## src/rtl/bsg_mesh_router_pkg.sv

```systemverilog
// Shared mesh-router definitions: direction indices, profiling stats record and
// small index helpers used by the output-port arbiters.
package bsg_mesh_router_pkg;

    typedef enum logic [2:0] {
        P  = 3'd0,
        W  = 3'd1,
        E  = 3'd2,
        N  = 3'd3,
        S  = 3'd4,
        RW = 3'd5,
        RE = 3'd6
    } bsg_mesh_dir_e;

    // Wide enough for the largest legal starvation limit (255).
    localparam int mesh_arb_wait_width_gp = 8;

    typedef struct packed {
        logic [31:0] grant_cnt;
        logic [31:0] stall_cnt;
    } mesh_arb_stat_s;

    function automatic int wrap_inc(input int idx, input int n);
        return (idx >= n - 1) ? 0 : idx + 1;
    endfunction

endpackage

```

## src/rtl/mesh_arb_starve_ctr.sv

```systemverilog
// Per-input saturating wait counter; flags an input that has been passed over
// for starve_limit_p consecutive requesting cycles.
module mesh_arb_starve_ctr
    import bsg_mesh_router_pkg::*;
#(
    parameter int starve_limit_p = 15
) (
    input  logic clk_i,
    input  logic reset_n_i,
    input  logic req_i,
    input  logic yumi_i,
    output logic starved_o
);

    localparam logic [mesh_arb_wait_width_gp-1:0] limit_lp =
        mesh_arb_wait_width_gp'(starve_limit_p);

    logic [mesh_arb_wait_width_gp-1:0] wait_cnt_r;
    logic [mesh_arb_wait_width_gp-1:0] wait_cnt_n;
    logic                              starved_r;

    always_comb begin
        wait_cnt_n = wait_cnt_r;
        if (!req_i || yumi_i) begin
            wait_cnt_n = '0;
        end else if (wait_cnt_r < limit_lp) begin
            wait_cnt_n = wait_cnt_r + mesh_arb_wait_width_gp'(1);
        end
    end

    // NOTE: sequential state uses non-blocking assignments so every flop samples
    // pre-edge values; reset is checked inside the clocked block (synchronous).
    always_ff @(posedge clk_i) begin
        if (!reset_n_i) begin
            wait_cnt_r <= '0;
            starved_r  <= 1'b0;
        end else begin
            wait_cnt_r <= wait_cnt_n;
            starved_r  <= (wait_cnt_n == limit_lp);
        end
    end

    assign starved_o = starved_r;

endmodule

```

## src/rtl/mesh_output_arbiter.sv

```systemverilog
// One mesh output port: round-robin arbitration among dirs_lp inputs with a
// starvation override, combinational grant, and wrapping grant/stall counters.
module mesh_output_arbiter
    import bsg_mesh_router_pkg::*;
#(
    parameter int dims_p         = 2,
    parameter int starve_limit_p = 15,
    parameter int stat_width_p   = 32,
    localparam int dirs_lp       = 1 + 2 * dims_p
) (
    input  logic                    clk_i,
    input  logic                    reset_n_i,
    input  logic [dirs_lp-1:0]      req_i,
    input  logic                    ready_i,
    output logic [dirs_lp-1:0]      yumi_o,
    output logic [dirs_lp-1:0]      sel_o,
    output logic                    v_o,
    output logic [dirs_lp-1:0]      starved_o,
    output logic [stat_width_p-1:0] grant_cnt_o,
    output logic [stat_width_p-1:0] stall_cnt_o
);

    localparam int ptr_width_lp = $clog2(dirs_lp);
    localparam logic [dirs_lp-1:0] sel_rst_lp = dirs_lp'(1) << int'(P);

    logic [ptr_width_lp-1:0] ptr_r;
    logic [ptr_width_lp-1:0] ptr_n;
    logic [ptr_width_lp-1:0] win_idx;
    logic [dirs_lp-1:0]      last_sel_r;
    logic [dirs_lp-1:0]      starved_req;
    logic [stat_width_p-1:0] grant_cnt_r;
    logic [stat_width_p-1:0] stall_cnt_r;
    logic                    any_req;
    logic                    grant;
    logic                    found;
    int                      idx;

    // NOTE: every always_comb output gets a default first so no path leaves a
    // value unassigned, which would otherwise infer a latch.
    always_comb begin
        starved_req = req_i & starved_o;
        any_req     = |req_i;
        win_idx     = '0;
        found       = 1'b0;
        idx         = 0;
        if (|starved_req) begin
            // Scan downward so the lowest starved index is the last one written.
            for (int i = dirs_lp - 1; i >= 0; i--) begin
                if (starved_req[ptr_width_lp'(i)]) begin
                    win_idx = ptr_width_lp'(i);
                end
            end
        end else begin
            for (int off = 0; off < dirs_lp; off++) begin
                idx = (int'(ptr_r) + off) % dirs_lp;
                if (!found && req_i[ptr_width_lp'(idx)]) begin
                    win_idx = ptr_width_lp'(idx);
                    found   = 1'b1;
                end
            end
        end
    end

    always_comb begin
        grant  = reset_n_i & ready_i & any_req;
        yumi_o = grant ? (dirs_lp'(1) << win_idx) : '0;
        v_o    = grant;
        sel_o  = grant ? yumi_o : last_sel_r;
        ptr_n  = grant ? ptr_width_lp'(wrap_inc(int'(win_idx), dirs_lp)) : ptr_r;
    end

    for (genvar i = 0; i < dirs_lp; i++) begin : g_starve
        mesh_arb_starve_ctr #(
            .starve_limit_p(starve_limit_p)
        ) u_starve_ctr (
            .clk_i    (clk_i),
            .reset_n_i(reset_n_i),
            .req_i    (req_i[i]),
            .yumi_i   (yumi_o[i]),
            .starved_o(starved_o[i])
        );
    end

    always_ff @(posedge clk_i) begin
        if (!reset_n_i) begin
            ptr_r       <= '0;
            last_sel_r  <= sel_rst_lp;
            grant_cnt_r <= '0;
            stall_cnt_r <= '0;
        end else begin
            ptr_r <= ptr_n;
            if (grant) begin
                last_sel_r  <= yumi_o;
                grant_cnt_r <= grant_cnt_r + stat_width_p'(1);
            end
            if (any_req && !ready_i) begin
                stall_cnt_r <= stall_cnt_r + stat_width_p'(1);
            end
        end
    end

    assign grant_cnt_o = grant_cnt_r;
    assign stall_cnt_o = stall_cnt_r;

endmodule
```

## config.mk

```make
export PLATFORM = sky130hd
export DESIGN_NAME = mesh_output_arbiter
export DESIGN_NICKNAME = d
export VERILOG_FILES = /design/src/rtl/bsg_mesh_router_pkg.sv /design/src/rtl/mesh_arb_starve_ctr.sv /design/src/rtl/mesh_output_arbiter.sv
export SDC_FILE = /design/constraint.sdc
export NUM_CORES = 1
export LEC_CHECK = 0
export ABC_AREA = 1
export BUFFER_PORTS_ARGS = -buffer_cell sky130_fd_sc_hd__clkbuf_2
export CELL_PAD_IN_SITES_DETAIL_PLACEMENT = 1
export CELL_PAD_IN_SITES_GLOBAL_PLACEMENT = 1
export CORE_MARGIN = 5
export CORE_UTILIZATION = 38
export CTS_CLUSTER_SIZE = 24
export DETAILED_ROUTE_END_ITERATION = 7
export PLACE_DENSITY_LB_ADDON = 0.1
export SLEW_MARGIN = 20
export SYNTH_ARGS = -nofsm -noshare
export SYNTH_HDL_FRONTEND = slang
export SYNTH_SLANG_ARGS = --single-unit
```

## constraint.sdc

```tcl
create_clock -name clk_i -period 5 [get_ports clk_i]
set_clock_uncertainty 0.1 [all_clocks]
set_input_delay 1 -clock clk_i [delete_from_list [all_inputs] [get_ports clk_i]]
set_output_delay 1 -clock clk_i [all_outputs]
set_load 0.1 [all_outputs]
```

# Word-level counts from Yosys, hierarchy flattened
# Index checks and enable logic that the tools add are counted.
# word_totals
ff_bits	117
in_bits	8
out_inout_bits	80
elab_cells	119
# classes
addsub	12
n_div	5
n_lt_le_gt_ge	11
eq_ne	5
shifts	1
muxes	46
bitwise	3
reduce_logical	22
# op_table
cell	count
$mod A32 B4 Y32 const B	4
$mux W8	10
$add A32 B1 Y32 const B	2
$add A8 B1 Y8 const B	5
$eq A8 B4 Y1 const B	5
$lt A8 B4 Y1 const B	5
$mux W3	11
$mod A4 B4 Y32 const B	1
$lt A3 B5 Y1 const B	5
$mux W1	18
$bmux W1 S3	5
$logic_not A1 Y1	10
$mux W5	2
$reduce_or A5 Y1	2
$add A3 B2 Y4 const B	2
$and A5 B5 Y5	1
$logic_and A1 B1 Y1	5
$logic_or A1 B1 Y1	5
$shl A1 B3 Y5 const A	1
$add A3 B1 Y4 const B	1
$add A3 B3 Y4 const B	1
$add A3 B1 Y3 const B	1
$ge A3 B3 Y1 const B	1
$and A1 B1 Y1	2

# Depth between registers and ports, before layout
# Gate-level depths: netlist (run 1).
# logic_depth
depth_word	27
ltp_mapped	35
ltp_nobuf	35

# By module
# Synthesis (run 1) repeated with hierarchy kept, for this count alone.
# unflattened
hier_cells	1056
area_unflattened_um2	7201.9
# by_module_without_submodules
module	n_inst	cells_per_inst	area_each_um2	seq_area_each_um2
mesh_output_arbiter	1	736	5006.1	1441.4
mesh_arb_starve_ctr	5	64	439.2	180.2

# Least setup slack after synthesis (run 1)
# OpenSTA, ideal clock, no wires.
# synth_timing
path_type	register -> output
start	register ptr_r[0]
end	output sel_o[0]
t_arrival_ns	5.016
t_required_ns	3.900
path_slack_ns	-1.116
path_stages_with_launch	33
path_buffers	0
cell_sequence	dfxtp_1 inv_1 ha_1 inv_1 ha_1 inv_1 ha_1 nor2_2 nand2_1 nand2_1 xor2_1 ha_1 inv_1 or2_2 nand2_2 nand2_2 nand2_1 nand2_1 nand3b_1 nand2_1 nand2_1 nand2_2 nor2_2 nand2_1 o211ai_1 nand3_1 nand2_1 nand2_1 ha_1 inv_1 nor2_1 nand2_4 o21ai_0
# synth_between
elab_chain_len	25
elab_cells_between_ends	49
cone_classes	add/sub: 4; div: 5; shift: 1; mux: 31; reduce/logical: 8
# synth_lines
item	line_no	rtl
from (decl)	mesh_output_arbiter.sv:26	logic [ptr_width_lp-1:0] ptr_r;
from (signal assigned)	mesh_output_arbiter.sv:91	ptr_r <= ptr_n;
branches (longest 20 deep; another with $mod A32 B4 Y32)	-	
$mux W3 *	mesh_output_arbiter.sv:56	if (!found && req_i[ptr_width_lp'(idx)]) begin
$mux W3 *	mesh_output_arbiter.sv:46	if (|starved_req) begin
$shl A1 B3 Y5 *	mesh_output_arbiter.sv:66	yumi_o = grant ? (dirs_lp'(1) << win_idx) : '0;
$mux W5 *	mesh_output_arbiter.sv:66	
$mux W5 *	-	
to (decl)	mesh_output_arbiter.sv:16	output logic [dirs_lp-1:0] sel_o,
# Every way passes the cells marked *. The select of a mux whose other input is x is not followed.

# Worst setup path after layout (run 1)
# layout_timing
start	register ptr_r[0]
end	output yumi_o[3]
# layout_between
elab_chain_len	24
elab_cells_between_ends	48
cone_classes	add/sub: 4; div: 5; shift: 1; mux: 30; reduce/logical: 8
# layout_lines
item	line_no	rtl
branches (longest 20 deep; another with $mod A32 B4 Y32)	-	
$mux W3 *	mesh_output_arbiter.sv:56	
$mux W3 *	mesh_output_arbiter.sv:46	
$shl A1 B3 Y5 *	mesh_output_arbiter.sv:66	
$mux W5 *	mesh_output_arbiter.sv:66	
to (decl)	mesh_output_arbiter.sv:15	output logic [dirs_lp-1:0] yumi_o,
# Marked as above.

==> impl_summary.txt, run 1 <==
----------------------------------------------------
[Setup path]
  Arrival time of the worst setup path ... 4.36 ns
  CP startpoint kind ... register
  Reg2Reg Depth ... 34
  Worst Path Buf+Inv ... 8
  Worst path required time ... 3.90 ns
  Logic depth of the worst setup path including buffers ... 33
  Worst Setup Path Type ... register to output port
  Critical-path cell with the highest stage delay ... dfxtp_4
  Crit-path max FO ... 4
  Worst stage delay on the critical path ... 0.35 ns
  Crit-path leading delay family ... simple AND/OR/NAND/NOR gates
  Setup slack of the most critical reg-to-reg path ... 0.71 ns
  Endpoint kind of the worst setup timing path ... output port
  Most frequent CP cell ... nand2_2

[Detailed routing]
  Post-route ant nets ... 0
  Via-per-instance ratio ... 4.91
  Wirelength, routed ... 20100 um
  First-pass iteration count of the detailed router ... 4
  Routed length per placed instance ... 14.6 um
  Number of DRC markers in iteration 0 ... 232
  # DRC ... 0
  Via count ... 6773

[STA]
  Slew @ Worst Pin ... 0.587 ns
  WHS ... 0.325 ns
  Achievable frequency ... 0.183 GHz
  # setup viols final ... 10
  Count of final max-slew check failures ... 0
  Worst relative slew slack ... 60.5%
  Total Neg Setup Slack ... -4.19 ns
  Min cycle time layout ... 5.46 ns
  Unrepaired setup endpoints after global routing ... yes
  Setup WS post-layout ... -0.456 ns
  Share of the cycle needed by the critical path after routing ... 109%
  Number of failing hold endpoints at the final stage ... 0

[Cells and area]
  Area of the multi-input gates ... 4080 um^2
  Most common cell after layout, fill and taps aside ... nand2_1
  Area used by sequential logic in the layout ... 2350 um^2
  Filler-free cell count of the finished design ... 1379
  Filler cells ... 2323
  Net count of the finished layout ... 1177
  Synthesis-to-layout area growth ... 32.5%
  N_diodes ... 0
  Commonest non-fill, non-tap cells in the layout ... nand2_1 (170), inv_1 (146), dfxtp_1 (114), nor2_1 (101), clkbuf_2 (77)
  Utilization after layout ... 50.8%
  Ratio of cells with drive above 1 in the final layout ... 28.0%

[Clocking]
  Cell at the root of the clock tree ... clkbuf_16
  Clock latency at the later pin of the worst-skew pair ... 0.42 ns
  Clock transition at the registers of the reported paths ... 0.06 ns
  TritonCTS clock tree ... done
  Maximum count of clock buffers along a single path ... 2
  H-Tree Level Count ... 4
  CTS Buf Count ... 17
  Sinks on the clock net ... 117
  Cts hold-fix bufs ... 0

[Synthesis]
  Post-Syn Nets ... 1029
  Sequential-to-total area share from yosys stat ... 34.1%
  Cell variety after synth ... 49
  Post-synthesis async set-or-reset flop share ... 0%
  Syn Area/Cell ... 6.93 um^2
  Most frequently used flop master after synthesis ... dfxtp_1
  Syn Std Cell Area ... 6870 um^2
  Gate count after technology mapping ... 991
  Count of yosys warnings during synthesis ... 0
  #FFs+latches synth ... 117
  Count of flip-flops with a built-in enable after synthesis ... 0

[Global routing]
  First-pass GRT wire length ... 33800 um
  GRT Total Usage ... 20.0%
  Total congestion overflow after global routing ... 0
  Largest net degree at the start of global routing ... 34
  Initial antenna violation count ... 0
  Number of global-route vias before repair ... 7120

[Pwr]
  Leakage dissipation ... 3.94 nW
  Pwr per Cell Area ... 582 nW/um^2
  Maximum ir drop on the vdd rail ... 0.294 mV

[Place]
  Detailed placement HPWL ... 14900 um
  Number of placed instances, taps included ... 1322
  Post-place setup slack ... -0.167 ns
  Count of buffers inserted at the top-level ports ... 87
  Routability congestion estimate from global placement ... 0.811

[Die]
  Row Count ... 49
  Die Width ... 144 um
  Top-level port count ... 88
  Die Outline Area ... 20900 um^2
  Initial standard-cell utilization of the core ... 38.4%
  Area of the core ... 17900 um^2
  Vert. Die Dim ... 144 um

[Outcome]
  Run status ... finished with violations
  Failing checks ... negative setup slack

[Hold path]
  Hold Path Depth ... 2
  Min-delay worst type ... register to register

[Job]
  Maximum Capacitance Violations ... 0

----------------------------------------------------
power by group:
group / total, mW / internal, mW / switching (mW)
registers: 0.993 / 0.970 / 0.0236
clock network: 1.33 / 0.895 / 0.431
logic: 2.98 / 1.20 / 1.78
total: 5.30 / 3.07 / 2.23
kinds of logic (layout without fill, tap and decap cells):
family	count (synthesis)	count (layout)	share of synthesized area, %
AND/OR/NAND/NOR	507	507	36.0
multiplexers	1	1	0.164
buffers and inverters	193	352	11.3
adder cells (fa/ha/maj)	30	30	5.46
XOR/XNOR	26	26	3.31
flip-flops	117	117	34.1
AO/OA/AOI/OAI	117	117	9.69
routing by layer:
metal	global-route usage (%)	part of all wire [%]
met3	6.45	4.6
met4	4.76	1.2
met1	24.0	45
met5	0	0
met2	34.9	49
timing repair:
item                                    in CTS  in global routing
endpoints found under the setup margin      10                 10
pin swaps                                   29                 33
hold endpoints to repair                     0                  0
resized for setup                           34                 32
buffers inserted                            13                 14
Yosys cell counts, types with 19 or more instances:
cell / number / share of area, %
a21oi_1: 49 / 3.6
dfxtp_1: 117 / 34
ha_1: 30 / 5.5
inv_1: 159 / 8.7
nand2_1: 188 / 10
nand2_2: 20 / 1.8
nand3_1: 75 / 5.5
nand4_1: 19 / 1.7
nor2_1: 105 / 5.7
nor2_2: 19 / 1.7
nor3_1: 27 / 2.0
o21ai_0: 32 / 2.3
worst paths after layout:
| path | start | to |
|---|---|---|
| worst max register to register | ptr_r[0] | g_starve[0].u_starve_ctr.wait_cnt_r[6] |
| worst max-delay path | ptr_r[0] | yumi_o[3] |
| worst min-delay path | g_starve[3].u_starve_ctr.wait_cnt_r[5] | g_starve[3].u_starve_ctr.wait_cnt_r[5] |
| worst min register to register | g_starve[3].u_starve_ctr.wait_cnt_r[5] | g_starve[3].u_starve_ctr.wait_cnt_r[5] |
stage by stage:
step	total power, mW	instance area [um^2]
global placement	3.34	8030
CTS	5.01	8870
global route	5.63	9100
detailed placement	3.38	8030
floorplan	2.67	7050
finish	5.30	9100
sequential cells by signal, summed over array words and instances (netlist names):
| name | count |
|---|---|
| last_sel_r | 5 |
| g_starve.u_starve_ctr.starved_o | 5 |
| ptr_r | 3 |
| stall_cnt_o | 32 |
| grant_cnt_o | 32 |
| g_starve.u_starve_ctr.wait_cnt_r | 40 |
worst register-to-register path, delay by kind of cell, from the launching register on:
family,cells,cell delay [ns]
AND/OR/NAND/NOR,18,1.78
AO/OA/AOI/OAI,1,0.12
buffers and inverters,10,1.05
XOR/XNOR,1,0.07
flip-flops,1,0.35
adder cells (fa/ha/maj),4,0.74
final cells by class:
type / count / share of cell area, %
multi-input combinational: 681 / 44.9
sequential: 117 / 25.8
timing repair buffer: 152 / 11.8
inverter: 170 / 7.34
clock buffer: 22 / 5.44
tap: 229 / 3.15
clock inverter: 8 / 1.58
Power figures use the tool's default switching activity.
==> inputs of run 2 (changes only) <==
--- a/config.mk
+++ b/config.mk
@@ -5,12 +5,11 @@
 export SDC_FILE = /design/constraint.sdc
 export NUM_CORES = 1
 export LEC_CHECK = 0
-export ABC_AREA = 1
 export BUFFER_PORTS_ARGS = -buffer_cell sky130_fd_sc_hd__clkbuf_2
 export CELL_PAD_IN_SITES_DETAIL_PLACEMENT = 1
 export CELL_PAD_IN_SITES_GLOBAL_PLACEMENT = 1
 export CORE_MARGIN = 5
-export CORE_UTILIZATION = 38
+export CORE_UTILIZATION = 40
 export CTS_CLUSTER_SIZE = 24
 export DETAILED_ROUTE_END_ITERATION = 7
 export PLACE_DENSITY_LB_ADDON = 0.1
==> impl_summary.txt, run 2 <==
----------------------------------------------------
[Cells and area]
  Utilization after layout ... 55.7% (+4.9 points)
  Commonest non-fill, non-tap cells in the layout ... dfxtp_1 (114), buf_4 (106), nor2_1 (78), clkbuf_2 (77), nand2_1 (76)
  Flip-flop count of the largest register, all copies and words added ... 40 (unchanged)
  Cell area after layout ... 9170 um^2 (+0.77%)
  Synthesis-to-layout area growth ... 37.7%
  Net count of the finished layout ... 1003 (-15%)
  Largest register by flop count ... g_starve.u_starve_ctr.wait_cnt_r
  Ratio of cells with drive above 1 in the final layout ... 30.6% (+2.6 points)
  Most common cell after layout, fill and taps aside ... dfxtp_1
  N_diodes ... 0 (unchanged)

[STA]
  Slew @ Worst Pin ... 0.742 ns (+0.155 ns)
  Setup WS post-layout ... -0.910 ns (-0.453 ns)
  Min cycle time layout ... 5.91 ns (+0.453 ns)
  Unrepaired setup endpoints after global routing ... yes
  Achievable frequency ... 0.169 GHz (-7.7%)
  Share of the cycle needed by the critical path after routing ... 118% (+9.1 points)
  # setup viols final ... 19 (+9)
  Total Neg Setup Slack ... -9.07 ns (-4.88 ns)
  Count of final max-slew check failures ... 0 (unchanged)
  Worst relative slew slack ... 50.3% (-10 points)
  Number of failing hold endpoints at the final stage ... 0 (unchanged)

[Clocking]
  Cell at the root of the clock tree ... clkbuf_16
  Cts hold-fix bufs ... 0 (unchanged)
  Clock transition at the registers of the reported paths ... 0.06 ns (about the same)
  Maximum count of clock buffers along a single path ... 2 (unchanged)
  Clock latency at the later pin of the worst-skew pair ... 0.42 ns (about the same)
  CTS Buf Count ... 17 (unchanged)
  TritonCTS clock tree ... done
  Sinks on the clock net ... 117 (unchanged)
  H-Tree Level Count ... 4 (unchanged)

[Hold path]
  Hold Path Depth ... 2 (unchanged)
  Launch instance of the worst min-delay path ... last_sel_r[4]
  Min-delay worst type ... register to register

[Job]
  Maximum Capacitance Violations ... 0 (unchanged)

[Setup path]
  CP startpoint kind ... register
  Worst stage delay on the critical path ... 0.51 ns (+0.16 ns)
  Reg2Reg Depth ... 25 (-26%)
  Source of the worst register-to-register timing path ... ptr_r[0]
  Arrival time of the worst setup path ... 4.81 ns (+0.45 ns)
  Worst Setup Path Type ... register to output port
  Endpoint kind of the worst setup timing path ... output port
  Crit-path max FO ... 5 (+1)
  Worst path required time ... 3.90 ns (about the same)
  Critical-path cell with the highest stage delay ... a2111oi_4
  Chain of cells forming the critical path ... clkinv_8, ha_4, inv_4, ha_4, inv_4, ha_1, inv_1, ha_1, nand2b_1, a21oi_2, buf_4, a31oi_1, o32ai_4, a2111oi_4, nor3_2, a221o_1, a311oi_2, ha_2, inv_2, nor3_4, buf_6, buf_12
  Start point of the critical path ... ptr_r[0]

[Outcome]
  Run status ... finished with violations
  Failing checks ... negative setup slack

[Synthesis]
  Cell variety after synth ... 67 (+37%)
  Count of yosys warnings during synthesis ... 0 (unchanged)
  #FFs+latches synth ... 117 (unchanged)
  Count of flip-flops with a built-in enable after synthesis ... 0 (unchanged)
  Post-Syn Nets ... 826 (-20%)
  Cell with the most instances after synthesis ... dfxtp_1
  Syn Area/Cell ... 8.45 um^2 (+22%)
  Share of Yosys cell area claimed by the top area cell type ... 35.2% (+1.1 points)
  Syn Std Cell Area ... 6660 um^2 (-3.1%)
  Post-synth top cells ... dfxtp_1 (117), nor2_1 (80), nand2_1 (77)
  Sequential-to-total area share from yosys stat ... 35.2% (+1.1 points)
  Top cells by area, synth ... dfxtp_1 (35%), ha_1 (5.6%), xor2_1 (5.3%)
  Post-synthesis async set-or-reset flop share ... 0% (unchanged)
  Cell taking the most area after synthesis ... dfxtp_1
  Gate count after technology mapping ... 788 (-20%)
  Most frequently used flop master after synthesis ... dfxtp_1

[Place]
  Dpl cell area ... 8300 um^2 (+3.5%)
  Routability congestion estimate from global placement ... 0.820 (+1.1%)
  Count of buffers inserted at the top-level ports ... 87 (unchanged)
  Detailed placement HPWL ... 16000 um (+7.6%)

[Pwr]
  Cell-internal power ... 3.28 mW (+6.9%)
  Switching part of the total ... 39.1% (-3.0 points)
  Maximum ir drop on the vdd rail ... 0.513 mV (+75%)
  Pwr per Cell Area ... 587 nW/um^2 (+0.78%)
  Sequential share of power ... 18.9% (+0.2 points)
  Switching power ... 2.11 mW (-5.8%)
  Leakage dissipation ... 3.89 nW (-1.2%)
  Combinational group share of total power ... 56.5% (+0.3 points)
  Fraction of power consumed by the clock network ... 24.6% (-0.4 points)

[Die]
  Top-level port count ... 88 (unchanged)
  Die Outline Area ... 19300 um^2 (-7.4%)
  Vert. Die Dim ... 139 um (-3.8%)
  Initial standard-cell utilization of the core ... 40.4% (+2.1 points)
  Row Count ... 47 (-4.1%)
  Die Width ... 139 um (-3.8%)
  Area of the core ... 16500 um^2 (-8.0%)

[Detailed routing]
  # DRC ... 0 (unchanged)
  First-pass iteration count of the detailed router ... 4 (unchanged)
  Post-route ant nets ... 0 (unchanged)
  Number of DRC markers in iteration 0 ... 205 (-12%)
  Wirelength, routed ... 21400 um (+6.1%)
  Via count ... 6419 (-5.2%)
  Via-per-instance ratio ... 5.36 (+9.1%)
  Routed length per placed instance ... 17.8 um (+22%)

[Global routing]
  First-pass GRT wire length ... 35100 um (+3.9%)
  GRT Total Usage ... 22.1% (+2.0 points)
  Total congestion overflow after global routing ... 0 (unchanged)
  Largest net degree at the start of global routing ... 38 (+12%)
  Initial antenna violation count ... 0 (unchanged)
  Number of global-route vias before repair ... 6975 (-2.0%)

----------------------------------------------------
-- run 2: cell types whose count changed after synthesis, sizes merged, moves of 20 or more --
cell | previous run | this run
nor2 | 126 | 82
xor2 | 18 | 40
inv | 170 | 28
xnor2 | 8 | 35
nand3 | 87 | 33
and3 | 2 | 22
and2 | 0 | 23
nand2 | 215 | 77
a21oi | 49 | 23
-- run 2: final timing paths --
kind	slack (ns)	to
max	-0.91	yumi_o[1]
min	0.35	last_sel_r[4]
max reg2reg	-0.12	g_starve[0].u_starve_ctr.wait_cnt_r[3]
min reg2reg	0.35	last_sel_r[4]
-- run 2: timing repair --
item	in CTS	in global routing
endpoints found under the setup margin	19	19
gates resized for setup	12	20
pin swaps	3	15
buffers inserted	1	9
-- run 2: kinds of logic after synthesis --
logic type / Yosys count / share of synthesized area (%)
AO/OA/AOI/OAI: 121 / 13.1
buffers and inverters: 67 / 4.49
adder cells (fa/ha/maj): 30 / 5.64
XOR/XNOR: 75 / 9.86
flip-flops: 117 / 35.2
multiplexers: 25 / 4.58
AND/OR/NAND/NOR: 353 / 27.2
-- run 2: routing by layer --
| metal | wire, um | vias to the layer above | part of all wire (%) | track usage (%) |
|---|---|---|---|---|
| met1 | 9160 | 3124 | 43 | 26.3 |
| met5 | 0 | - | 0 | 0 |
| met2 | 10800 | 139 | 50 | 38.7 |
| li1 | - | 3124 | - | - |
| met3 | 944 | 32 | 4.4 | 5.24 |
| met4 | 480 | 0 | 2.2 | 7.88 |
-- run 2: power by group through the flow --
stage | registers, mW | clock network (mW) | logic, mW
6_report | 1.02 | 1.32 | 3.04
5_1_grt | 1.02 | 1.39 | 3.24
3_3_place_gp | 1.03 | 0 | 2.63
4_1_cts | 1.02 | 1.35 | 2.81
3_5_place_dp | 1.03 | 0 | 2.74
2_1_floorplan | 1.05 | 0 | 1.68
-- run 2: metrics by stage --
stage	total power, mW	cells	hold WS (ns)	setup slack (ns)
floorplan	2.73	788	0.323	-0.554
finish	5.38	1198	0.346	-0.910
detailed placement	3.77	1156	0.339	-0.552
global placement	3.66	1156	0.333	-0.336
CTS	5.18	1189	0.349	-0.860
global route	5.65	1198	0.375	-1.10
-- run 2: area by class of cell --
type,count,area [um^2]
clock buffer,19,453
clock inverter,13,193
fill,1924,7290
inverter,29,129
multi-input combinational,604,4350
sequential,117,2350
tap,220,275
timing repair buffer,196,1420
-- run 2: critical path: cells and delay by family (launching register included) --
family | cells | cell delay (ns)
adders and majority gates | 5 | 1.06
and+or+nand+nor | 3 | 0.46
DFF | 1 | 0.38
buffers and inverters | 8 | 0.74
AOI/OAI and AO/OA | 6 | 1.76
==> inputs of run 3 (changes only) <==
--- a/config.mk
+++ b/config.mk
@@ -9,7 +9,7 @@
 export CELL_PAD_IN_SITES_DETAIL_PLACEMENT = 1
 export CELL_PAD_IN_SITES_GLOBAL_PLACEMENT = 1
 export CORE_MARGIN = 5
-export CORE_UTILIZATION = 40
+export CORE_UTILIZATION = 44
 export CTS_CLUSTER_SIZE = 24
 export DETAILED_ROUTE_END_ITERATION = 7
 export PLACE_DENSITY_LB_ADDON = 0.1
==> constraint.sdc (replaced) <==
create_clock -name clk_i -period 6.5 [get_ports clk_i]
set_clock_uncertainty 0.1 [all_clocks]
set_input_delay 1.3 -clock clk_i [delete_from_list [all_inputs] [get_ports clk_i]]
set_output_delay 1.3 -clock clk_i [all_outputs]
set_load 0.1 [all_outputs]
==> impl_summary.txt, run 3 (synthesized netlist as in run 2, its figures left out) <==
----------------------------------------------------
[Setup path]
  Endpoint kind of the worst setup timing path ... output port
  Logic depth of the worst setup path including buffers ... 17 (-23%)
  CP startpoint kind ... register
  Crit-path max FO ... 7 (+2)
  Source of the worst register-to-register timing path ... ptr_r[1]
  Critical-path cell with the highest stage delay ... or4_4
  Critical path capture point ... yumi_o[4]
  Chain of cells forming the critical path ... inv_2, buf_4, ha_1, o21a_1, a21oi_1, xnor2_1, ha_1, mux4_2, a31oi_1, a32oi_2, a31o_1, or4_4, o211ai_4, buf_4, nand3_1, inv_1, buf_12
  Start point of the critical path ... ptr_r[1]
  Worst path required time ... 5.10 ns (+1.20 ns)
  Crit-path leading delay family ... compound AO/OA/AOI/OAI gates
  Setup slack of the most critical reg-to-reg path ... 1.58 ns (+1.70 ns)
  Worst Path Buf+Inv ... 5 (-3)
  Reg2Reg Depth ... 21 (-16%)
  Worst stage delay on the critical path ... 0.53 ns (+0.02 ns)
  Crit Reg-Reg Endpoint ... g_starve[0].u_starve_ctr.starved_o
  Arrival time of the worst setup path ... 4.91 ns (+0.10 ns)
  Worst Setup Path Type ... register to output port

[Detailed routing]
  Number of DRC markers in iteration 0 ... 241 (+18%)
  First-pass iteration count of the detailed router ... 4 (unchanged)
  Post-route ant nets ... 0 (unchanged)
  Wirelength, routed ... 20300 um (-5.0%)
  Via-per-instance ratio ... 5.68 (+6.0%)
  Via count ... 6185 (-3.6%)
  Routed length per placed instance ... 18.6 um (+4.6%)
  # DRC ... 0 (unchanged)

[Global routing]
  GRT Total Usage ... 22.1% (+0.034 points)
  Total congestion overflow after global routing ... 0 (unchanged)
  First-pass GRT wire length ... 32000 um (-8.8%)
  Initial antenna violation count ... 0 (unchanged)
  Number of global-route vias before repair ... 6393 (-8.3%)
  Largest net degree at the start of global routing ... 57 (+50%)

[Clocking]
  Sinks on the clock net ... 117 (unchanged)
  Clock transition at the registers of the reported paths ... 0.06 ns (about the same)
  Cts hold-fix bufs ... 0 (unchanged)
  TritonCTS clock tree ... done
  Clock latency at the later pin of the worst-skew pair ... 0.41 ns (about the same)
  Maximum count of clock buffers along a single path ... 2 (unchanged)
  CTS Buf Count ... 17 (unchanged)
  H-Tree Level Count ... 4 (unchanged)
  Cell at the root of the clock tree ... clkbuf_16

[Place]
  Post-place setup slack ... 0.0436 ns (+0.595 ns)
  Number of placed instances, taps included ... 1036 (-10%)
  Routability congestion estimate from global placement ... 0.867 (+5.7%)
  Dpl cell area ... 7430 um^2 (-10%)
  Detailed placement HPWL ... 14000 um (-12%)
  Count of buffers inserted at the top-level ports ... 87 (unchanged)

[Cells and area]
  Filler cells ... 1780 (-7.5%)
  Net count of the finished layout ... 926 (-7.7%)
  Area used by sequential logic in the layout ... 2340 um^2 (-0.16%)
  Commonest non-fill, non-tap cells in the layout ... dfxtp_1 (115), nor2_1 (80), clkbuf_2 (77), nand2_1 (76), xor2_1 (40)
  Ratio of cells with drive above 1 in the final layout ... 23.2% (-7.4 points)
  Largest register by flop count ... g_starve.u_starve_ctr.wait_cnt_r
  Filler-free cell count of the finished design ... 1089 (-9.1%)
  Utilization after layout ... 55.7% (about the same)
  Cell area after layout ... 8380 um^2 (-8.7%)
  Most common cell after layout, fill and taps aside ... dfxtp_1
  Synthesis-to-layout area growth ... 25.8%
  Flip-flop count of the largest register, all copies and words added ... 40 (unchanged)
  N_diodes ... 0 (unchanged)
  Area of the multi-input gates ... 4270 um^2 (-1.9%)

[STA]
  Slew @ Worst Pin ... 0.699 ns (-0.0430 ns)
  Total Neg Setup Slack ... 0 ns (+9.07 ns)
  Count of final max-slew check failures ... 0 (unchanged)
  # setup viols final ... 0 (-19)
  Min cycle time layout ... 6.31 ns
  Setup WS post-layout ... 0.189 ns (+1.10 ns)
  Share of the cycle needed by the critical path after routing ... 97.1%
  Worst relative slew slack ... 53.0% (+2.6 points)
  Achievable frequency ... 0.158 GHz
  Number of failing hold endpoints at the final stage ... 0 (unchanged)

[Die]
  Initial standard-cell utilization of the core ... 44.3% (+3.9 points)
  Vert. Die Dim ... 133 um (-4.3%)
  Die Width ... 133 um (-4.3%)
  Row Count ... 45 (-4.3%)
  Area of the core ... 15000 um^2 (-8.7%)
  Die Outline Area ... 17700 um^2 (-8.5%)
  Top-level port count ... 88 (unchanged)

[Outcome]
  Run status ... complete, no violations

[Pwr]
  Fraction of power consumed by the clock network ... 25.7% (+1.1 points)
  Maximum ir drop on the vdd rail ... 0.199 mV (-61%)
  Cell-internal power ... 2.16 mW (-34%)
  Switching part of the total ... 40.6% (+1.5 points)
  Leakage dissipation ... 3.48 nW (-11%)
  Combinational group share of total power ... 52.8% (-3.7 points)
  Sequential share of power ... 21.5% (+2.6 points)
  Pwr per Cell Area ... 434 nW/um^2 (-26%)
  Switching power ... 1.48 mW (-30%)

[Hold path]
  Min-delay worst type ... register to register

[Job]
  Maximum Capacitance Violations ... 0 (unchanged)

----------------------------------------------------
[run 3: timing repair]
item | 4_1_cts | 5_1_grt
resized for setup | 17 | 21
setup endpoints to repair | 10 | 10
pin swaps | 6 | 16
buffers inserted | 2 | 19
[run 3: worst min path at each step]
| stage | start | end | slack [ns] | cells past startpoint |
|---|---|---|---|---|
| global placement | last_sel_r[4] | last_sel_r[4] | 0.34 | 2 |
| detailed placement | last_sel_r[4] | last_sel_r[4] | 0.33 | 2 |
| global route | g_starve[0].u_starve_ctr.wait_cnt_r[5] | g_starve[0].u_starve_ctr.wait_cnt_r[5] | 0.39 | 1 |
| CTS | last_sel_r[4] | last_sel_r[4] | 0.34 | 2 |
| finish | last_sel_r[4] | last_sel_r[4] | 0.35 | 2 |
| floorplan | last_sel_r[4] | last_sel_r[4] | 0.32 | 2 |
[run 3: final cells by class]
cell class                 count  area share (%)
inverter                      29            1.36
multi-input combinational    604            50.9
clock inverter                 8            1.15
tap                          188            2.81
clock buffer                  24            5.87
sequential                   117            28.0
timing repair buffer         119            9.90
[run 3: worst reg2reg max path: stages (launching register included)]
cell and delay (ns):
dfxtp_1 0.32, inv_2 0.08, ha_4 0.14, inv_2 0.05
ha_4 0.29, inv_2 0.07, ha_4 0.17, nor3_4 0.23
nor3_2 0.07, or2_4 0.28, ha_4 0.19, nand2b_4 0.10
o2bb2ai_4 0.17, o32ai_4 0.12, a2111oi_4 0.52, nor3_2 0.10
a221o_1 0.38, a311oi_2 0.33, ha_2 0.32, nand2_1 0.09
nor2_1 0.51, nor3_1 0.15
[run 3: power groups by stage]
| stage | clock [mW] | sequential [mW] | combinational [mW] |
|---|---|---|---|
| after global routing | 0.987 | 0.785 | 2.06 |
| after CTS | 0.950 | 0.780 | 1.68 |
| after detailed placement | 0 | 0.794 | 1.56 |
| final | 0.933 | 0.783 | 1.92 |
| after floorplan | 0 | 0.806 | 1.15 |
| after global placement | 0 | 0.791 | 1.50 |
[run 3: layer usage]
layer,global-route usage (%),up-vias,share of wire [%]
met5,0,-,0
met4,7.91,0,2.6
met3,6.39,41,5.2
met2,38.5,148,50
met1,25.7,3029,42
li1,-,2967,-
[run 3: stage by stage]
stage               power, mW  hold WS, ns
global placement         2.30        0.337
CTS                      3.41        0.343
finish                   3.63        0.347
detailed placement       2.36        0.334
global route             3.84        0.386
floorplan                1.96        0.323
